--- config.mk ---
export PLATFORM = sky130hd
export DESIGN_NAME = mem_ctrl_flat
export DESIGN_NICKNAME = d
export VERILOG_FILES = /design/src/rtl/mem_ctrl_pkg.sv /design/src/rtl/mem_ctrl_if.sv /design/src/rtl/mem_ctrl_byte_seq.sv /design/src/rtl/mem_ctrl.sv /design/src/flat_wrapper.sv
export SDC_FILE = /design/constraint.sdc
export NUM_CORES = 1
export LEC_CHECK = 0
export ABC_CLOCK_PERIOD_IN_PS = 4300
export BUFFER_PORTS_ARGS = -buffer_cell sky130_fd_sc_hd__buf_2
export CAP_MARGIN = 40
export CORE_MARGIN = 8
export CORE_UTILIZATION = 35
export DETAILED_ROUTE_END_ITERATION = 10
export PLACE_DENSITY = 0.64
export SLEW_MARGIN = 20
export SYNTH_ARGS = -nofsm -noshare
export SYNTH_HDL_FRONTEND = slang
export SYNTH_SLANG_ARGS = --single-unit
--- constraint.sdc ---
create_clock -name clk -period 4.3 [get_ports clk]
set_input_delay 1.29 -clock clk [delete_from_list [all_inputs] [get_ports clk]]
set_output_delay 1.29 -clock clk [all_outputs]
set_load 0.1 [all_outputs]
--- src/rtl/mem_ctrl_pkg.sv ---
// Shared types and encodings for the byte-wide RAM controller.
package mem_ctrl_pkg;

  typedef enum logic [1:0] {
    StIdle,
    StRd,
    StWr,
    StDone
  } state_e;

  typedef enum logic {
    OwnIf,
    OwnMem
  } owner_e;

  localparam logic [1:0] LEN_B = 2'b00;
  localparam logic [1:0] LEN_H = 2'b01;
  localparam logic [1:0] LEN_W = 2'b10;

  localparam int unsigned RAM_W  = 8;
  localparam int unsigned WORD_W = 32;
  // Wide enough to hold the byte count 4
  localparam int unsigned CNT_W  = 3;

  function automatic logic [CNT_W-1:0] len_bytes(input logic [1:0] len);
    logic [CNT_W-1:0] n;
    case (len)
      LEN_B:        n = CNT_W'(1);
      LEN_H:        n = CNT_W'(2);
      LEN_W, 2'b11: n = CNT_W'(4);
      default:      n = CNT_W'(4);
    endcase
    return n;
  endfunction

endpackage

--- src/rtl/mem_ctrl_if.sv ---
// Requester (IF / MEM) and RAM-side signals of the memory controller.
interface mem_ctrl_if #(
  parameter int unsigned ADDR_W = 32
);

  logic              if_req;
  logic [ADDR_W-1:0] if_addr;
  logic              flush_if;
  logic [31:0]       if_data;
  logic              if_done;
  logic              if_stall_req;

  logic              mem_req;
  logic              mem_we;
  logic [1:0]        mem_len;
  logic [ADDR_W-1:0] mem_addr;
  logic [31:0]       mem_wdata;
  logic [31:0]       mem_rdata;
  logic              mem_done;
  logic              mem_stall_req;

  logic [ADDR_W-1:0] ram_a;
  logic [7:0]        ram_dout;
  logic              ram_wr;
  logic [7:0]        ram_din;

  // Controller side
  modport slave (
    input  if_req, if_addr, flush_if,
    output if_data, if_done, if_stall_req,
    input  mem_req, mem_we, mem_len, mem_addr, mem_wdata,
    output mem_rdata, mem_done, mem_stall_req,
    output ram_a, ram_dout, ram_wr,
    input  ram_din
  );

  // Requesters plus RAM
  modport master (
    output if_req, if_addr, flush_if,
    input  if_data, if_done, if_stall_req,
    output mem_req, mem_we, mem_len, mem_addr, mem_wdata,
    input  mem_rdata, mem_done, mem_stall_req,
    input  ram_a, ram_dout, ram_wr,
    output ram_din
  );

endinterface

--- src/rtl/mem_ctrl_byte_seq.sv ---
// Byte sequencer: access counter, RAM address/write-byte generation and
// little-endian assembly of read bytes.
module mem_ctrl_byte_seq
  import mem_ctrl_pkg::*;
#(
  parameter int unsigned ADDR_W = 32
) (
  input  logic              clk,
  input  logic              rst,
  input  logic              load,
  input  logic              adv,
  input  logic              cap,
  input  logic [ADDR_W-1:0] addr,
  input  logic [WORD_W-1:0] wdata,
  input  logic [RAM_W-1:0]  ram_din,
  output logic [CNT_W-1:0]  cnt,
  output logic [ADDR_W-1:0] ram_a,
  output logic [RAM_W-1:0]  ram_dout,
  output logic [WORD_W-1:0] rdata
);

  logic [ADDR_W-1:0] base_q;
  logic [WORD_W-1:0] wdata_q;
  logic [CNT_W-1:0]  cnt_q;
  logic [WORD_W-1:0] data_q, data_d;
  logic [1:0]        cap_idx;

  // The byte arriving now belongs to the address issued one cycle earlier
  assign cap_idx = 2'(cnt_q - CNT_W'(1));

  always_comb begin
    data_d = data_q;
    data_d[{cap_idx, 3'b000} +: 8] = ram_din;
  end

  always_ff @(posedge clk or negedge rst) begin
    if (!rst) begin
      base_q  <= '0;
      wdata_q <= '0;
      cnt_q   <= '0;
      data_q  <= '0;
    end else if (load) begin
      base_q  <= addr;
      wdata_q <= wdata;
      cnt_q   <= '0;
      data_q  <= '0;
    end else begin
      if (adv) cnt_q <= cnt_q + CNT_W'(1);
      if (cap) data_q <= data_d;
    end
  end

  assign cnt      = cnt_q;
  assign ram_a    = base_q + ADDR_W'(cnt_q);
  assign ram_dout = wdata_q[{cnt_q[1:0], 3'b000} +: 8];
  assign rdata    = data_q;

endmodule

--- src/rtl/mem_ctrl.sv ---
// Fixed-priority, non-preemptive arbiter sharing one byte-wide RAM port
// between instruction fetch and the MEM stage.
module mem_ctrl
  import mem_ctrl_pkg::*;
#(
  parameter int unsigned ADDR_W   = 32,
  parameter bit          MEM_PRIO = 1'b1
) (
  input logic       clk,
  input logic       rst,
  input logic       rdy,
  mem_ctrl_if.slave bus
);

  state_e            state_q, state_d;
  owner_e            owner_q;
  logic [CNT_W-1:0]  nbytes_q;
  logic [CNT_W-1:0]  cnt;
  logic              load, adv, cap;
  logic              if_ok, grant_mem;
  logic [ADDR_W-1:0] req_addr;
  logic [ADDR_W-1:0] ram_a;
  logic [RAM_W-1:0]  ram_dout;
  logic [WORD_W-1:0] rdata;
  logic              done, done_if, done_mem;

  // A flushed fetch is never granted
  assign if_ok     = bus.if_req && !bus.flush_if;
  assign grant_mem = bus.mem_req && (MEM_PRIO || !if_ok);
  assign req_addr  = grant_mem ? bus.mem_addr : bus.if_addr;

  always_ff @(posedge clk or negedge rst) begin
    if (!rst) begin
      state_q <= StIdle;
    end else begin
      state_q <= state_d;
    end
  end

  always_ff @(posedge clk or negedge rst) begin
    if (!rst) begin
      owner_q  <= OwnIf;
      nbytes_q <= '0;
    end else if (load) begin
      owner_q  <= grant_mem ? OwnMem : OwnIf;
      nbytes_q <= grant_mem ? len_bytes(bus.mem_len) : CNT_W'(4);
    end
  end

  always_comb begin
    state_d = state_q;
    load    = 1'b0;
    adv     = 1'b0;
    cap     = 1'b0;
    unique case (state_q)
      StIdle: begin
        if (grant_mem) begin
          load    = 1'b1;
          state_d = bus.mem_we ? StWr : StRd;
        end else if (if_ok) begin
          load    = 1'b1;
          state_d = StRd;
        end
      end
      StRd: begin
        if (owner_q == OwnIf && bus.flush_if) begin
          state_d = StIdle;
        end else begin
          cap = (cnt != '0);
          if (cnt == nbytes_q) state_d = StDone;
          else                 adv     = 1'b1;
        end
      end
      StWr: begin
        if (cnt == nbytes_q - CNT_W'(1)) state_d = StDone;
        else                             adv     = 1'b1;
      end
      StDone:  state_d = StIdle;
      default: state_d = StIdle;
    endcase
    // Global halt: everything holds where it is
    if (!rdy) begin
      state_d = state_q;
      load    = 1'b0;
      adv     = 1'b0;
      cap     = 1'b0;
    end
  end

  always_comb begin
    done              = (state_q == StDone) && rdy;
    done_if           = done && (owner_q == OwnIf);
    done_mem          = done && (owner_q == OwnMem);
    bus.if_done       = done_if;
    bus.mem_done      = done_mem;
    bus.if_data       = done_if ? rdata : '0;
    bus.mem_rdata     = done_mem ? rdata : '0;
    bus.if_stall_req  = bus.if_req && !done_if;
    bus.mem_stall_req = bus.mem_req && !done_mem;
    bus.ram_a         = ram_a;
    bus.ram_dout      = ram_dout;
    bus.ram_wr        = (state_q == StWr) && rdy;
  end

  mem_ctrl_byte_seq #(
    .ADDR_W (ADDR_W)
  ) u_seq (
    .clk      (clk),
    .rst      (rst),
    .load     (load),
    .adv      (adv),
    .cap      (cap),
    .addr     (req_addr),
    .wdata    (bus.mem_wdata),
    .ram_din  (bus.ram_din),
    .cnt      (cnt),
    .ram_a    (ram_a),
    .ram_dout (ram_dout),
    .rdata    (rdata)
  );

endmodule
--- src/flat_wrapper.sv ---
// flat-port wrapper written by rule: the top's interface ports become plain ports
module mem_ctrl_flat import mem_ctrl_pkg::*;
#(
  parameter int unsigned ADDR_W   = 32,
  parameter bit          MEM_PRIO = 1'b1
)
  (clk, rst, rdy, bus_if_req, bus_if_addr, bus_flush_if, bus_if_data, bus_if_done, bus_if_stall_req, bus_mem_req, bus_mem_we, bus_mem_len, bus_mem_addr, bus_mem_wdata, bus_mem_rdata, bus_mem_done, bus_mem_stall_req, bus_ram_a, bus_ram_dout, bus_ram_wr, bus_ram_din);
  mem_ctrl_if #(.ADDR_W(ADDR_W)) bus_i ();
  input logic clk;
  input logic rst;
  input logic rdy;
  input wire logic [$bits(bus_i.if_req)-1:0] bus_if_req;
  input wire logic [$bits(bus_i.if_addr)-1:0] bus_if_addr;
  input wire logic [$bits(bus_i.flush_if)-1:0] bus_flush_if;
  output wire logic [$bits(bus_i.if_data)-1:0] bus_if_data;
  output wire logic [$bits(bus_i.if_done)-1:0] bus_if_done;
  output wire logic [$bits(bus_i.if_stall_req)-1:0] bus_if_stall_req;
  input wire logic [$bits(bus_i.mem_req)-1:0] bus_mem_req;
  input wire logic [$bits(bus_i.mem_we)-1:0] bus_mem_we;
  input wire logic [$bits(bus_i.mem_len)-1:0] bus_mem_len;
  input wire logic [$bits(bus_i.mem_addr)-1:0] bus_mem_addr;
  input wire logic [$bits(bus_i.mem_wdata)-1:0] bus_mem_wdata;
  output wire logic [$bits(bus_i.mem_rdata)-1:0] bus_mem_rdata;
  output wire logic [$bits(bus_i.mem_done)-1:0] bus_mem_done;
  output wire logic [$bits(bus_i.mem_stall_req)-1:0] bus_mem_stall_req;
  output wire logic [$bits(bus_i.ram_a)-1:0] bus_ram_a;
  output wire logic [$bits(bus_i.ram_dout)-1:0] bus_ram_dout;
  output wire logic [$bits(bus_i.ram_wr)-1:0] bus_ram_wr;
  input wire logic [$bits(bus_i.ram_din)-1:0] bus_ram_din;
  assign bus_i.if_req = bus_if_req;
  assign bus_i.if_addr = bus_if_addr;
  assign bus_i.flush_if = bus_flush_if;
  assign bus_if_data = bus_i.if_data;
  assign bus_if_done = bus_i.if_done;
  assign bus_if_stall_req = bus_i.if_stall_req;
  assign bus_i.mem_req = bus_mem_req;
  assign bus_i.mem_we = bus_mem_we;
  assign bus_i.mem_len = bus_mem_len;
  assign bus_i.mem_addr = bus_mem_addr;
  assign bus_i.mem_wdata = bus_mem_wdata;
  assign bus_mem_rdata = bus_i.mem_rdata;
  assign bus_mem_done = bus_i.mem_done;
  assign bus_mem_stall_req = bus_i.mem_stall_req;
  assign bus_ram_a = bus_i.ram_a;
  assign bus_ram_dout = bus_i.ram_dout;
  assign bus_ram_wr = bus_i.ram_wr;
  assign bus_i.ram_din = bus_ram_din;
  mem_ctrl #(.ADDR_W(ADDR_W), .MEM_PRIO(MEM_PRIO)) u_core (.clk(clk), .rst(rst), .rdy(rdy), .bus(bus_i));
endmodule
==> impl_results.md <==
* Status: complete, no violations
* Clock slew at reported path FFs at about 0.07 ns
* Synth Instances at roughly 640
* Worst path max stage delay at 0.48 ns
* Endpoints failing setup at 0
* FP Rows at 48
* Worst setup margin at 0.452 ns
* CP Cell Sequence: ha_1, o21ai_0, nor2_1, buf_4, nand4_1, xnor2_1, buf_12
* GR Util All Layers at 0.169
* Initial Util at 0.354
* # H-tree levels at 3
* CP bufs+invs at 2
* Mapped cell area at about 0.0061 mm2
* Netlist cell types at 45
* Die area at approximately 0.022 mm2
* Arr. time, crit path at ~2.6 ns
* Worst slew pin tran at between 0.6 and 0.7 ns
* Avg Cell Area, Syn at about 9.5 um2
* Final Hold Vio Count at 0
* Global-route wire length before repair at ~29 mm
* ANT nets after route at 0
* Relative slew slack at 0.553
* Num ports at between 200 and 250
* Pin count of the biggest net entering global routing at 76
* Pwr per Cell Area at between 600 and 700 mW/mm2
* DP Wirelength at 14.5 mm
* Clock latency at the later pin of the worst-skew pair at ~0.35 ns
* Number of synthesized register bits at 105
* Most frequent cells in the layout: 152 x nand2_1, 126 x buf_2, 105 x dfrtp_1
* Worst Skew at about 0.0082 ns
* CP endpoint kind: output pin
* Layout cells sized above 1 at 0.345
* Initial antenna violation count at 2
* Cts hold-fix bufs at 0
* VDD IR-drop max at between 600 and 700 uV
* WL/cell at about 17 um
* Share of the synthesized area in the top cell type at 0.433
* Largest area contributor in the netlist: dfrtp_1
* 1st-iter DRT viols at around 320
* Drt drc at 0
* Die Height at 148 um
* CTS Sinks at 105
* Leak at between 4 and 5 nW
* Vias at 5300
* Synth top area cells: dfrtp_1 43%, nand2_1 9.4%, and2_1 7.1%, mux2i_1 5.8%, a22o_1 4.0%
* Die X at ~150 um
* Nets@finish at 977
* Worst setup path class: flip-flop to output pin
* CTS tree: done
* Sw frac at 0.530
* Filler Cell Count at 1506
* Post-CTS resize count at 0
* Maxcap violations at 0
* Largest fanout on the critical path at 9
* Final WL at ~18 mm
* Logic pwr share at 0.604
* Maximum clock rate at around 260 MHz
* CP required at roughly 3 ns
* DRT Pass-1 Iters at 4
* Dpl ws at approximately 0.63 ns
* Top_reg_cell synth: dfrtp_1
* Internal power at around 3.0 mW
* Seq pwr share at 0.263
* Syn_nets at about 770
* Final core utilization at 0.544
* Total grt overflow at 0
* Pins Over Slew Limit at 0
* Synth warnings at 0
* IO Port Bufs at 221
* Final min period at between 3 and 4 ns
* Vias per cell at between 4 and 5
* CTS Root Cell: clkbuf_16
* Vias in the first global route at about 5200
* Post-synth ARST share at 1.00
* Sequential fraction of the synthesis area at 0.433
* Worst-path cell with the longest stage delay: dfrtp_1
* Core Region at 0.0171 mm2
* Number of antenna diodes at 0
* Post-synth EDFFs at 0
* Post-DP Area at 0.00900 mm2
* Post-CTS Setup Bufs at 0
* Unrepaired setup endpoints after global routing: no
* RePlAce Congestion at between 0.7 and 0.8
* Crit start category: flip-flop
* Final period util at 0.895
* CTS max path bufs at 2
* Setup_tns at 0 ns
* Delay-heaviest family, CP: flip-flops
* Commonest non-fill, non-tap cell in the layout: nand2_1
* Clk pwr share at 0.133
* CTS Buf Count at 9
* Design area at 0.00932 mm2
* Net switching power at approximately 3.4 mW
* Synth-to-Final Area Change at 53.6%
* Worst hold path class: flip-flop to flip-flop
-- state kept, by name (all words and copies together), names as in the netlist --
| signal | cells |
|---|---|
| u_core.owner_q | 1 |
| u_core.nbytes_q | 3 |
| u_core.u_seq.base_q | 32 |
| u_core.state_q | 2 |
| u_core.u_seq.wdata_q | 32 |
| u_core.u_seq.rdata | 32 |
| u_core.u_seq.cnt | 3 |
-- through the flow --
step,power (mW),std cells,hold WS [ns]
final,6.41,1078,0.472
after global routing,6.76,1078,0.498
after CTS,6.47,1077,0.478
after detailed placement,5.61,1061,0.460
after global placement,5.55,1061,0.454
after floorplan,4.47,639,0.440
-- path summary, 6_finish.rpt --
kind                       depth (start not counted)                      from  slack (ns)                        to
max in group asynchronous                          2                       rst        2.62            u_core.owner_q
hold / removal                                     2  u_core.u_seq.wdata_q[25]        0.47  u_core.u_seq.wdata_q[25]
setup reg to reg                                   8       u_core.u_seq.cnt[1]        1.85    u_core.u_seq.rdata[11]
hold reg to reg                                    2  u_core.u_seq.wdata_q[25]        0.47  u_core.u_seq.wdata_q[25]
min in group asynchronous                          1                       rst        0.95   u_core.u_seq.wdata_q[7]
setup / recovery                                   7       u_core.u_seq.cnt[2]        0.45             bus_ram_a[13]
-- Yosys cell counts (2+ instances only) --
| master | number |
|---|---|
| a211oi_1 | 2 |
| nand2_1 | 152 |
| nor4_4 | 3 |
| o21ai_0 | 23 |
| and2_1 | 69 |
| clkbuf_1 | 23 |
| nand4_1 | 23 |
| dfrtp_1 | 105 |
| and4_1 | 4 |
| o311ai_0 | 2 |
| a21o_1 | 3 |
| buf_2 | 6 |
| a21oi_1 | 8 |
| nand2b_1 | 2 |
| o21ai_1 | 14 |
| nor3_2 | 2 |
| and3_1 | 6 |
| ha_1 | 15 |
| a2bb2oi_1 | 2 |
| mux4_2 | 8 |
| nor3_1 | 3 |
| nor2b_1 | 11 |
| nor4_1 | 2 |
| a22o_1 | 28 |
| mux2i_1 | 35 |
| xnor2_1 | 25 |
| buf_1 | 6 |
| nor2_1 | 11 |
| xor2_1 | 8 |
| nor4_2 | 2 |
| inv_1 | 10 |
| nand3_1 | 13 |
-- routing by layer --
metal  vias up  routed length, um  global-route usage
met4         4                138              0.0326
met2       174               9150               0.278
met5         -                 26                   0
met3        12               1300              0.0547
met1      2488               7720               0.213
li1       2622                  -                   -
-- power groups by stage --
stage | Sequential [mW] | Clock [mW] | Combinational [mW]
2_1_floorplan | 1.61 | 0 | 2.86
3_3_place_gp | 1.69 | 0 | 3.86
3_5_place_dp | 1.71 | 0 | 3.90
4_1_cts | 1.69 | 0.870 | 3.91
5_1_grt | 1.74 | 0.920 | 4.09
6_report | 1.68 | 0.854 | 3.88
-- area by class of cell --
cell class                 count  area [um2]  area share
clock inverter                 5        63.8     0.00685
sequential                   105        2630       0.282
tap                          225         282      0.0302
multi-input combinational    489        3420       0.367
inverter                      10        37.5     0.00403
timing repair buffer         233        2650       0.284
clock buffer                  11         243      0.0260
-- worst reg2reg max path: cells and delay by family, from the launching register on --
family	cells	cell delay (ns)
adders and majority gates	1	0.26
AOI/OAI and AO/OA	2	0.38
buffers and inverters	4	0.75
and+or+nand+nor	1	0.47
DFF	1	0.54
-- cells by family after synthesis --
kind of cell,after synthesis,share of synthesized area
multiplexers,43,0.0874
buffers and inverters,45,0.0291
AND/OR/NAND/NOR,305,0.259
flip-flops,105,0.433
adder cells (fa/ha/maj),16,0.0342
XOR/XNOR,34,0.0516
AO/OA/AOI/OAI,91,0.106
Power figures use the tool's default switching activity.
